--- src/rtl/md_unit_if.sv ---
// rtl/md_unit_if.sv - EX-stage request and HI/LO result bundle of the multiply/divide unit.
interface md_unit_if;
  logic        md_start_ex;
  logic [2:0]  md_op_ex;
  logic        md_cancel;
  logic [31:0] alu_a;
  logic [31:0] alu_b;
  logic [31:0] hi_o;
  logic [31:0] lo_o;
  logic        md_busy;
  logic        md_done;

  modport master (
    output md_start_ex, md_op_ex, md_cancel, alu_a, alu_b,
    input  hi_o, lo_o, md_busy, md_done
  );

  modport slave (
    input  md_start_ex, md_op_ex, md_cancel, alu_a, alu_b,
    output hi_o, lo_o, md_busy, md_done
  );
endinterface

--- src/rtl/md_unit.sv ---
// rtl/md_unit.sv - iterative mult/multu/div/divu unit, one bit per cycle, owning HI/LO.
module md_unit (
  input  logic        clk,
  input  logic        rst,
  md_unit_if.slave    md
);
  localparam logic [2:0] OP_MULT  = 3'b001;
  localparam logic [2:0] OP_MULTU = 3'b010;
  localparam logic [2:0] OP_DIV   = 3'b011;
  localparam logic [2:0] OP_DIVU  = 3'b100;
  localparam logic [2:0] OP_MTHI  = 3'b101;
  localparam logic [2:0] OP_MTLO  = 3'b110;

  typedef enum logic [1:0] {IDLE, CALC, FIX} state_t;

  state_t      r_state;
  logic [5:0]  r_cnt;
  logic [63:0] r_acc;
  logic [31:0] r_opnd;
  logic [31:0] r_orig_a;
  logic        r_is_div;
  logic        r_div0;
  logic        r_neg_p;
  logic        r_neg_r;
  logic [31:0] r_hi;
  logic [31:0] r_lo;
  logic        r_busy;
  logic        r_done;

  logic        w_signed;
  logic        w_sa;
  logic        w_sb;
  logic [31:0] w_a_mag;
  logic [31:0] w_b_mag;
  logic [32:0] w_mul_sum;
  logic [63:0] w_mul_next;
  logic [32:0] w_rem_sh;
  logic [32:0] w_diff;
  logic [63:0] w_div_next;
  logic [63:0] w_prod;
  logic [31:0] w_quo;
  logic [31:0] w_rem;

  assign w_signed = (md.md_op_ex == OP_MULT) || (md.md_op_ex == OP_DIV);
  assign w_sa     = w_signed & md.alu_a[31];
  assign w_sb     = w_signed & md.alu_b[31];
  assign w_a_mag  = w_sa ? (~md.alu_a + 32'd1) : md.alu_a;
  assign w_b_mag  = w_sb ? (~md.alu_b + 32'd1) : md.alu_b;

  // Multiply: acc = {partial product, remaining multiplier bits}, shifted right each step.
  assign w_mul_sum  = {1'b0, r_acc[63:32]} + (r_acc[0] ? {1'b0, r_opnd} : 33'd0);
  assign w_mul_next = {w_mul_sum, r_acc[31:1]};

  // Divide: acc = {partial remainder, dividend/quotient}, restoring compare against divisor.
  assign w_rem_sh   = r_acc[63:31];
  assign w_diff     = w_rem_sh - {1'b0, r_opnd};
  assign w_div_next = w_diff[32] ? {r_acc[62:0], 1'b0}
                                 : {w_diff[31:0], r_acc[30:0], 1'b1};

  assign w_prod = r_neg_p ? (~r_acc + 64'd1) : r_acc;
  assign w_quo  = r_neg_p ? (~r_acc[31:0] + 32'd1) : r_acc[31:0];
  assign w_rem  = r_neg_r ? (~r_acc[63:32] + 32'd1) : r_acc[63:32];

  always_ff @(posedge clk) begin
    if (rst) begin
      r_state  <= IDLE;
      r_cnt    <= 6'd0;
      r_acc    <= 64'd0;
      r_opnd   <= 32'd0;
      r_orig_a <= 32'd0;
      r_is_div <= 1'b0;
      r_div0   <= 1'b0;
      r_neg_p  <= 1'b0;
      r_neg_r  <= 1'b0;
      r_hi     <= 32'd0;
      r_lo     <= 32'd0;
      r_busy   <= 1'b0;
      r_done   <= 1'b0;
    end else begin
      r_done <= 1'b0;
      if (md.md_cancel) begin
        r_state <= IDLE;
        r_busy  <= 1'b0;
      end else begin
        case (r_state)
          IDLE: begin
            if (md.md_start_ex) begin
              case (md.md_op_ex)
                OP_MULT, OP_MULTU, OP_DIV, OP_DIVU: begin
                  r_is_div <= (md.md_op_ex == OP_DIV) || (md.md_op_ex == OP_DIVU);
                  r_div0   <= (md.md_op_ex == OP_DIV || md.md_op_ex == OP_DIVU) &&
                              (md.alu_b == 32'd0);
                  r_orig_a <= md.alu_a;
                  r_neg_p  <= w_sa ^ w_sb;
                  r_neg_r  <= w_sa;
                  if (md.md_op_ex == OP_DIV || md.md_op_ex == OP_DIVU) begin
                    r_opnd <= w_b_mag;
                    r_acc  <= {32'd0, w_a_mag};
                  end else begin
                    r_opnd <= w_a_mag;
                    r_acc  <= {32'd0, w_b_mag};
                  end
                  r_cnt   <= 6'd0;
                  r_busy  <= 1'b1;
                  r_state <= CALC;
                end
                OP_MTHI: r_hi <= md.alu_a;
                OP_MTLO: r_lo <= md.alu_a;
                default: ;
              endcase
            end
          end
          CALC: begin
            r_acc <= r_is_div ? w_div_next : w_mul_next;
            r_cnt <= r_cnt + 6'd1;
            if (r_cnt == 6'd31) r_state <= FIX;
          end
          FIX: begin
            if (!r_is_div) begin
              r_hi <= w_prod[63:32];
              r_lo <= w_prod[31:0];
            end else if (r_div0) begin
              r_hi <= r_orig_a;
              r_lo <= 32'hFFFF_FFFF;
            end else begin
              r_hi <= w_rem;
              r_lo <= w_quo;
            end
            r_done  <= 1'b1;
            r_busy  <= 1'b0;
            r_state <= IDLE;
          end
          default: r_state <= IDLE;
        endcase
      end
    end
  end

  assign md.hi_o    = r_hi;
  assign md.lo_o    = r_lo;
  assign md.md_busy = r_busy;
  assign md.md_done = r_done;
endmodule

--- src/flat_wrapper.sv ---
// flat-port wrapper written by rule: the top's interface ports become plain ports
module md_unit_flat 
  (clk, rst, md_md_start_ex, md_md_op_ex, md_md_cancel, md_alu_a, md_alu_b, md_hi_o, md_lo_o, md_md_busy, md_md_done);
  md_unit_if md_i ();
  input  logic clk;
  input  logic rst;
  input wire logic [$bits(md_i.md_start_ex)-1:0] md_md_start_ex;
  input wire logic [$bits(md_i.md_op_ex)-1:0] md_md_op_ex;
  input wire logic [$bits(md_i.md_cancel)-1:0] md_md_cancel;
  input wire logic [$bits(md_i.alu_a)-1:0] md_alu_a;
  input wire logic [$bits(md_i.alu_b)-1:0] md_alu_b;
  output wire logic [$bits(md_i.hi_o)-1:0] md_hi_o;
  output wire logic [$bits(md_i.lo_o)-1:0] md_lo_o;
  output wire logic [$bits(md_i.md_busy)-1:0] md_md_busy;
  output wire logic [$bits(md_i.md_done)-1:0] md_md_done;
  assign md_i.md_start_ex = md_md_start_ex;
  assign md_i.md_op_ex = md_md_op_ex;
  assign md_i.md_cancel = md_md_cancel;
  assign md_i.alu_a = md_alu_a;
  assign md_i.alu_b = md_alu_b;
  assign md_hi_o = md_i.hi_o;
  assign md_lo_o = md_i.lo_o;
  assign md_md_busy = md_i.md_busy;
  assign md_md_done = md_i.md_done;
  md_unit u_core (.clk(clk), .rst(rst), .md(md_i));
endmodule
--- config.mk ---
export PLATFORM = sky130hd
export DESIGN_NAME = md_unit_flat
export DESIGN_NICKNAME = d
export VERILOG_FILES = /design/src/rtl/md_unit_if.sv /design/src/rtl/md_unit.sv /design/src/flat_wrapper.sv
export SDC_FILE = /design/constraint.sdc
export NUM_CORES = 1
export LEC_CHECK = 0
export CAP_MARGIN = 20
export CORE_MARGIN = 4
export CORE_UTILIZATION = 35
export DETAILED_ROUTE_END_ITERATION = 12
export GPL_ROUTABILITY_DRIVEN = 0
export PLACE_DENSITY = 0.49
export SKIP_LAST_GASP = 1
export SLEW_MARGIN = 20
export SYNTH_ARGS = -nofsm -noshare
export SYNTH_HDL_FRONTEND = slang
export SYNTH_SLANG_ARGS = --single-unit
--- constraint.sdc ---
create_clock -name clk -period 4.1 [get_ports clk]
set_input_delay 0.82 -clock clk [delete_from_list [all_inputs] [get_ports clk]]
set_output_delay 0.82 -clock clk [all_outputs]
set_load 0.01 [all_outputs]
==> reports/qor.log, run 1 <==
[clocking] cell at the root of the clock tree clkbuf_16
[timing] Max Clock Freq 269.7 MHz
[place] detailed-placement wirelength estimate 57450 um
[synth] register bit count reported by yosys 206
[floorplan] Horiz. Die Dim 228.7 um
[global_routing] overall global routing resource usage 0.2740
[timing] minimum hold slack 448.8 ps
[clocking] post-cts sizing count 0
[floorplan] core area 47950 um2
[final_layout] Fillers 4977
[timing] crit share post-route 0.9042
[place] IO Port Bufs 136
[synth] Cell variety after synth 78
[final_layout] layout overhead on the synthesized area 19.91%
[synth] Syn. warnings 0
[critical_path] Setup Crit Path Kind flop to flop
[final_layout] post-layout utilization of the core 0.4265
[global_routing] largest net degree at the start of global routing 94
[clocking] hold buffers post-CTS 0
[synth] basic-gate share of the synthesized area counting and, or, nand and nor cells 0.2130
[pwr] Leakage 7.745 nW
[synth] most used standard cell by instance count after synthesis nand2_1
[synth] post-synth top area share 0.2419
[timing] worst slew margin relative to its limit 0.2671
[final_layout] fin nets 2606
[floorplan] full die area 52310 um2
[timing] Setup-failing EPs final 0
[floorplan] Placement Rows 80
[clocking] level count of the clock H-tree 1
[routing] Total Wirelength 75400 um
[routing] Avg WL per Cell 24.34 um
[synth] cell type with the largest total area after synthesis dfxtp_1
[timing] unrepaired setup endpoints after global routing false
[clocking] clock sink count 206
[synth] Synth Net Count 2504
[clocking] setup fix buffers added after clock tree synthesis 0
[final_layout] Inserted Diodes 0
[floorplan] Die Height 228.7 um
[critical_path] critical path launch point type flop
[critical_path] peak fanout along the critical path 29
[clocking] cts bufs inserted 26
[critical_path] endpoint kind of the worst setup timing path flop
[clocking] clock tree from TritonCTS yes
[synth] Syn Area/Cell 7.219 um2
[pwr] power density of the placed cells 295.7 nW/um2
[global_routing] vias in the first global route 17590
[timing] final setup TNS 0 ps
[min_path] Hold WC Path Type flop to flop
[synth] complex-gate fraction of the synthesized area 0.2901
[timing] final-report hold violation count 0
[pwr] total power draw 0.006047 W
[final_layout] post-route cell area 20450 um2
[synth] cell types occupying the most area after synthesis dfxtp_1, nand2_1, a21oi_1, xnor2_1, ha_1
[final_layout] share of cells above drive strength 1 0.09344
[synth] mux contribution to synthesized area 0.04300
[routing] DRC violations left 0
[routing] DRC violation total after the first TritonRoute iteration 1542
[routing] antenna-violating nets left 0
[run] max_cap viols 0
[routing] per-cell via count in the routed design 5.982
[clocking] largest buffer count on any clock path 3
[place] cell area reported after detailed placement 19580 um2
[synth] adder and majority gate portion of the synthesized area 0.05298
[floorplan] number of top-level pins 137
[global_routing] wire length of the first global-routing pass 112200 um
[routing] via count of the routed design 18530
[synth] most common library cells after synthesis nand2_1, a21oi_1, nor2_1, dfxtp_1, clkbuf_1
[synth] fraction of synthesized cell area in xor and xnor cells 0.1002
[synth] cell count after synthesis 2362
[synth] cell area after synthesis 17050 um2
[timing] max-slew violations 0
[synth] dominant combinational cell family by area after synthesis compound AO/OA/AOI/OAI gates
[clocking] clock-pin slew of the registers on the worst-case setup and hold paths 70 ps
[synth] Post-synth EDFFs 0
[run_status] outcome complete, no violations
[routing] drt first pass iters 7
[global_routing] initial antenna violation count 4
[critical_path] data arrival at the endpoint of the critical path 4170 ps
[synth] sequential share of the synthesized area 0.2419
[critical_path] required time of the critical path 4560 ps
[timing] final critical delay including setup and external delays 3707 ps
[global_routing] remaining global-route overflow 0
[timing] clock skew 23.90 ps
[clocking] Clk Latency, worst-skew pair 580 ps
[pwr] largest voltage drop on the vdd net 321.6 uV
[floorplan] initial core utilization 0.3556
[synth] fraction of registers with async set or reset after synthesis 0
[synth] most instantiated flip-flop cell in the synthesis netlist dfxtp_1
[timing] actual transition at the worst max-transition pin 1099 ps
## routing by layer
layer | up-vias | track usage | part of all wire
li1 | 8752 | - | -
met1 | 8891 | 0.3687 | 0.43
met2 | 755 | 0.4415 | 0.45
met3 | 134 | 0.05234 | 0.078
met4 | 0 | 0.09108 | 0.038
met5 | - | 0 | 0
## logic make-up (layout without fill, tap and decap cells)
logic type                 Yosys count  count (layout)
and+or+nand+nor                    797             797
muxes                               73              73
AOI/OAI and AO/OA                  756             756
buffers and inverters              264             385
adders and majority gates           71              71
DFF                                206             206
xor gates and xnor gates           195             195
## where the power goes
group / internal, W / total (W) / leakage (nW) / switching [W]
clock network: 0.00138 / 0.00239 / 0.423 / 0.00101
logic: 0.000574 / 0.00151 / 5.65 / 0.000935
registers: 0.00207 / 0.00215 / 1.67 / 0.0000801
total: 0.00402 / 0.00605 / 7.75 / 0.00203
## state kept, by name (all words and copies together), names as in the netlist
signal / count
u_core.r_acc: 64
u_core.md.hi_o: 32
u_core.md.lo_o: 32
u_core.r_opnd: 32
u_core.r_orig_a: 32
u_core.r_cnt: 6
u_core.r_state: 2
u_core.md.md_busy: 1
u_core.md.md_done: 1
u_core.r_div0: 1
u_core.r_is_div: 1
u_core.r_neg_p: 1
u_core.r_neg_r: 1
## final timing paths
path	start	slack (ps)	to	cells after the start
max	u_core.r_opnd[27]	390	u_core.r_acc[57]	12
min	u_core.r_opnd[5]	450	u_core.r_opnd[5]	2
max reg2reg	u_core.r_opnd[27]	390	u_core.r_acc[57]	12
min reg2reg	u_core.r_opnd[5]	450	u_core.r_opnd[5]	2
## through the flow
step / std cells / setup slack [ps]
2_1_floorplan: 2362 / 500.1
3_3_place_gp: 3051 / 45.82
3_5_place_dp: 3051 / -12.87
4_1_cts: 3098 / 401.5
5_1_grt: 3098 / 175.8
6_report: 3098 / 392.8
## placed cells by master, fill, tap and decap left out, types with 6 or more instances in the layout
master,count
a21o_1,47
clkinv_2,7
or2_2,7
xnor2_1,110
clkbuf_16,26
or4_1,19
buf_4,138
mux2i_1,71
nand4_1,22
nand2b_1,17
o21ai_0,132
nor2_1,224
o21bai_1,9
or3_1,14
o21a_1,12
a211oi_1,56
o31ai_1,36
nand2_1,312
a31oi_1,18
a221o_1,12
nor4_1,17
inv_1,60
o221ai_1,30
nor3_1,57
nor2b_1,8
o41ai_1,20
o22ai_1,9
and3_1,15
xor2_1,85
clkdlybuf4s50_1,135
dfxtp_1,203
nand3_1,39
a311oi_1,19
o211ai_1,49
a221oi_1,9
ha_1,69
nor3b_1,6
a22oi_1,12
a21oi_1,229
and2_1,11
## cell type report
class,count,area [um2],share of cell area
Timing Repair Buffer,277,2459,0.1202
Inverter,61,229.0,0.01120
Clock buffer,34,730.7,0.03574
Clock inverter,13,133.9,0.006548
Sequential cell,206,4130,0.2020
Multi-Input combinational cell,1892,12000,0.5867
Tap cell,615,769.5,0.03763
## critical path, cell delays in order (launching register included)
cell	delay, ps
dfxtp_1	390
inv_1	110
ha_1	330
a2111oi_0	480
o21ai_0	180
a221o_1	400
or3_1	370
o31ai_1	360
a211oi_4	70
buf_12	200
buf_4	210
or3_1	310
a22o_1	180
Note: power is estimated with default switching activity, not from simulation.
==> inputs of run 2 (changes only) <==
--- a/config.mk
+++ b/config.mk
@@ -10,6 +10,7 @@
 export CORE_UTILIZATION = 35
 export DETAILED_ROUTE_END_ITERATION = 12
 export GPL_ROUTABILITY_DRIVEN = 0
+export GPL_TIMING_DRIVEN = 0
 export PLACE_DENSITY = 0.49
 export SKIP_LAST_GASP = 1
 export SLEW_MARGIN = 20
==> reports/qor.log, run 2 (synthesis results as in run 1) <==
[clocking] clock sink count 206 [unchanged]
[final_layout] highest-count cells in the layout ignoring fill and taps nand2_1, a21oi_1, nor2_1, dfxtp_1, clkbuf_1
[critical_path] critical path launch point type input pin
[pwr] largest voltage drop on the vdd net 320.0 uV [-0.48%]
[routing] Total Wirelength 80250 um [+6.4%]
[final_layout] Layout Cells excl Fill 3154 [+1.8%]
[final_layout] fin nets 2662 [+2.1%]
[clocking] largest buffer count on any clock path 3 [unchanged]
[routing] total length of routed met3 wires 7437 um [+27%]
[timing] actual transition at the worst max-transition pin 1089 ps [-10.28 ps]
[routing] per-cell via count in the routed design 6.051 [+1.2%]
[global_routing] largest net degree at the start of global routing 13 [-86%]
[final_layout] register name with the most flops u_core.r_acc
[timing] minimum hold slack 450.5 ps [+1.750 ps]
[routing] Avg WL per Cell 25.44 um [+4.5%]
[pwr] power density of the placed cells 307.7 nW/um2 [+4.0%]
[global_routing] vias in the first global route 18090 [+2.9%]
[routing] DRC violation total after the first TritonRoute iteration 2038 [+32%]
[timing] Max Clock Freq 255.8 MHz [-5.2%]
[clocking] level count of the clock H-tree 1 [unchanged]
[final_layout] Reg area 4124 um2 [-0.15%]
[floorplan] Horiz. Die Dim 228.7 um [unchanged]
[global_routing] overall global routing resource usage 0.2910 [+0.01708]
[routing] antenna-violating nets left 0 [unchanged]
[floorplan] core area 47950 um2 [unchanged]
[clocking] cell at the root of the clock tree clkbuf_16
[pwr] total power draw 0.006201 W [+2.6%]
[final_layout] share of cells above drive strength 1 0.03939 [-0.05405]
[min_path] Hold WC Path Type flop to flop
[routing] DRC violations left 0 [unchanged]
[final_layout] most common cell after layout, fill and taps aside nand2_1
[routing] via count of the routed design 19080 [+3.0%]
[clocking] Clk Latency, worst-skew pair 570 ps [about the same]
[run] max_cap viols 0 [unchanged]
[floorplan] Die Height 228.7 um [unchanged]
[timing] crit share post-route 0.9535 [+0.04931]
[routing] wire length on met2 36140 um [+5.5%]
[final_layout] layout overhead on the synthesized area 18.21%
[floorplan] Placement Rows 80 [unchanged]
[final_layout] number of flip-flops under the largest register name 64 [unchanged]
[critical_path] endpoint kind of the worst setup timing path flop
[timing] final-report hold violation count 0 [unchanged]
[routing] drt first pass iters 8 [+1]
[critical_path] peak fanout along the critical path 6 [-79%]
[timing] clock skew 23.73 ps [-0.1642 ps]
[pwr] combinational share of power 0.245 [-0.005]
[pwr] Internal 0.004126 W [+2.6%]
[pwr] part of the total power dissipated in sequential elements 0.343 [-0.012]
[critical_path] Setup Crit Path Kind input pin to flop
[final_layout] Fillers 5055 [+1.6%]
[pwr] Leakage 7.334 nW [-5.3%]
[timing] unrepaired setup endpoints after global routing false
[timing] worst slew margin relative to its limit 0.2713 [+0.004174]
[global_routing] wire length of the first global-routing pass 116800 um [+4.2%]
[floorplan] number of top-level pins 137 [unchanged]
[pwr] net load switching power 0.002075 W [+2.4%]
[global_routing] remaining global-route overflow 0 [unchanged]
[place] number of placed instances with taps included 3105 [+1.8%]
[critical_path] required time of the critical path 4580 ps [+20 ps]
[routing] Routed met1 length 33400 um [+3.1%]
[run_status] outcome complete, no violations
[pwr] sw frac 0.3346 [-0.0004880]
[final_layout] Inserted Diodes 0 [unchanged]
[pwr] share of total power in the clock network 0.412 [+0.017]
[routing] uppermost layer routed met4
[place] detailed-placement wirelength estimate 64700 um [+13%]
[clocking] cts bufs inserted 26 [unchanged]
[clocking] clock-pin slew of the registers on the worst-case setup and hold paths 60 ps [about the same]
[global_routing] initial antenna violation count 1 [-3]
[critical_path] data arrival at the endpoint of the critical path 4390 ps [+220 ps]
[timing] final critical delay including setup and external delays 3909 ps [+202.2 ps]
[timing] Setup-failing EPs final 0 [unchanged]
[floorplan] full die area 52310 um2 [unchanged]
[timing] max-slew violations 0 [unchanged]
[clocking] clock tree from TritonCTS yes
[place] IO Port Bufs 128 [-5.9%]
[floorplan] initial core utilization 0.3556 [unchanged]
[final_layout] total area of multi-input combinational cells 12010 um2 [about the same]
-- run 2: changes by cell type in the layout (fill, tap and decap cells not counted), moves of 4 or more --
| cell | before | now |
|---|---|---|
| clkbuf_1 | 3 | 178 |
| buf_4 | 138 | 5 |
| buf_1 | 0 | 16 |
| clkdlybuf4s50_1 | 135 | 126 |
| clkinv_2 | 7 | 2 |
| a211oi_2 | 0 | 4 |
| clkbuf_2 | 0 | 4 |
-- run 2: stage by stage --
step	setup WS, ps	cell area [um2]	TNS [ps]	util
finish	190.7	20160	0	0.4204
global route	14.23	20160	0	0.4204
CTS	4.305	20060	0	0.4185
detailed placement	-833.6	19100	-25960	0.3984
global placement	-823.0	19100	-23750	0.3984
floorplan	500.1	17050	0	-
-- run 2: final timing paths --
| kind | start | to | slack [ps] | cells past startpoint |
|---|---|---|---|---|
| setup / recovery | md_alu_a[11] | u_core.r_acc[23] | 190 | 12 |
| hold / removal | u_core.md.hi_o[5] | u_core.md.hi_o[5] | 450 | 1 |
| setup reg to reg | u_core.r_acc[0] | u_core.md.hi_o[26] | 190 | 12 |
| hold reg to reg | u_core.md.hi_o[5] | u_core.md.hi_o[5] | 450 | 1 |
-- run 2: power by group through the flow --
stage                     Combinational (W)  Clock, W  Sequential, W
after CTS                           0.00147   0.00258        0.00213
after floorplan                    0.000886         0        0.00215
final                               0.00152   0.00255        0.00213
after global placement              0.00145         0        0.00217
after global routing                0.00162   0.00266        0.00214
after detailed placement            0.00145         0        0.00217
-- run 2: routing by layer --
| layer | vias up | GRT usage |
|---|---|---|
| li1 | 8870 | - |
| met1 | 9182 | 0.3861 |
| met2 | 888 | 0.4673 |
| met3 | 144 | 0.06319 |
| met4 | 0 | 0.1024 |
| met5 | - | 0 |
-- run 2: layout make-up --
| cell class | count | share of cell area |
|---|---|---|
| well taps | 615 | 0.03818 |
| multi-input cells | 1892 | 0.5957 |
| plain buffers | 202 | 0.03898 |
| clock inverters | 12 | 0.008939 |
| flip-flops and latches | 206 | 0.2046 |
| repair buffers | 131 | 0.06475 |
| inverters | 61 | 0.01136 |
| clock buffers | 35 | 0.03749 |
-- run 2: worst max-delay path, cell delays in order --
cell and delay (ps):
clkdlybuf4s50_1 670, or4_1 580, or4_1 410, clkbuf_1 200, nor4_4 410, nand3_2 210, o21ai_0 250, xor2_1 100
buf_4 180, a211oi_1 230, o21ai_0 140, a21oi_1 170
-- run 2: what timing repair did --
| action | CTS | global route |
|---|---|---|
| hold buffers | 0 | 0 |
| endpoints found under the setup margin | 60 | 40 |
| buffers inserted | 0 | 3 |
| pin swaps | 0 | 0 |
| resized for setup | 13 | 20 |
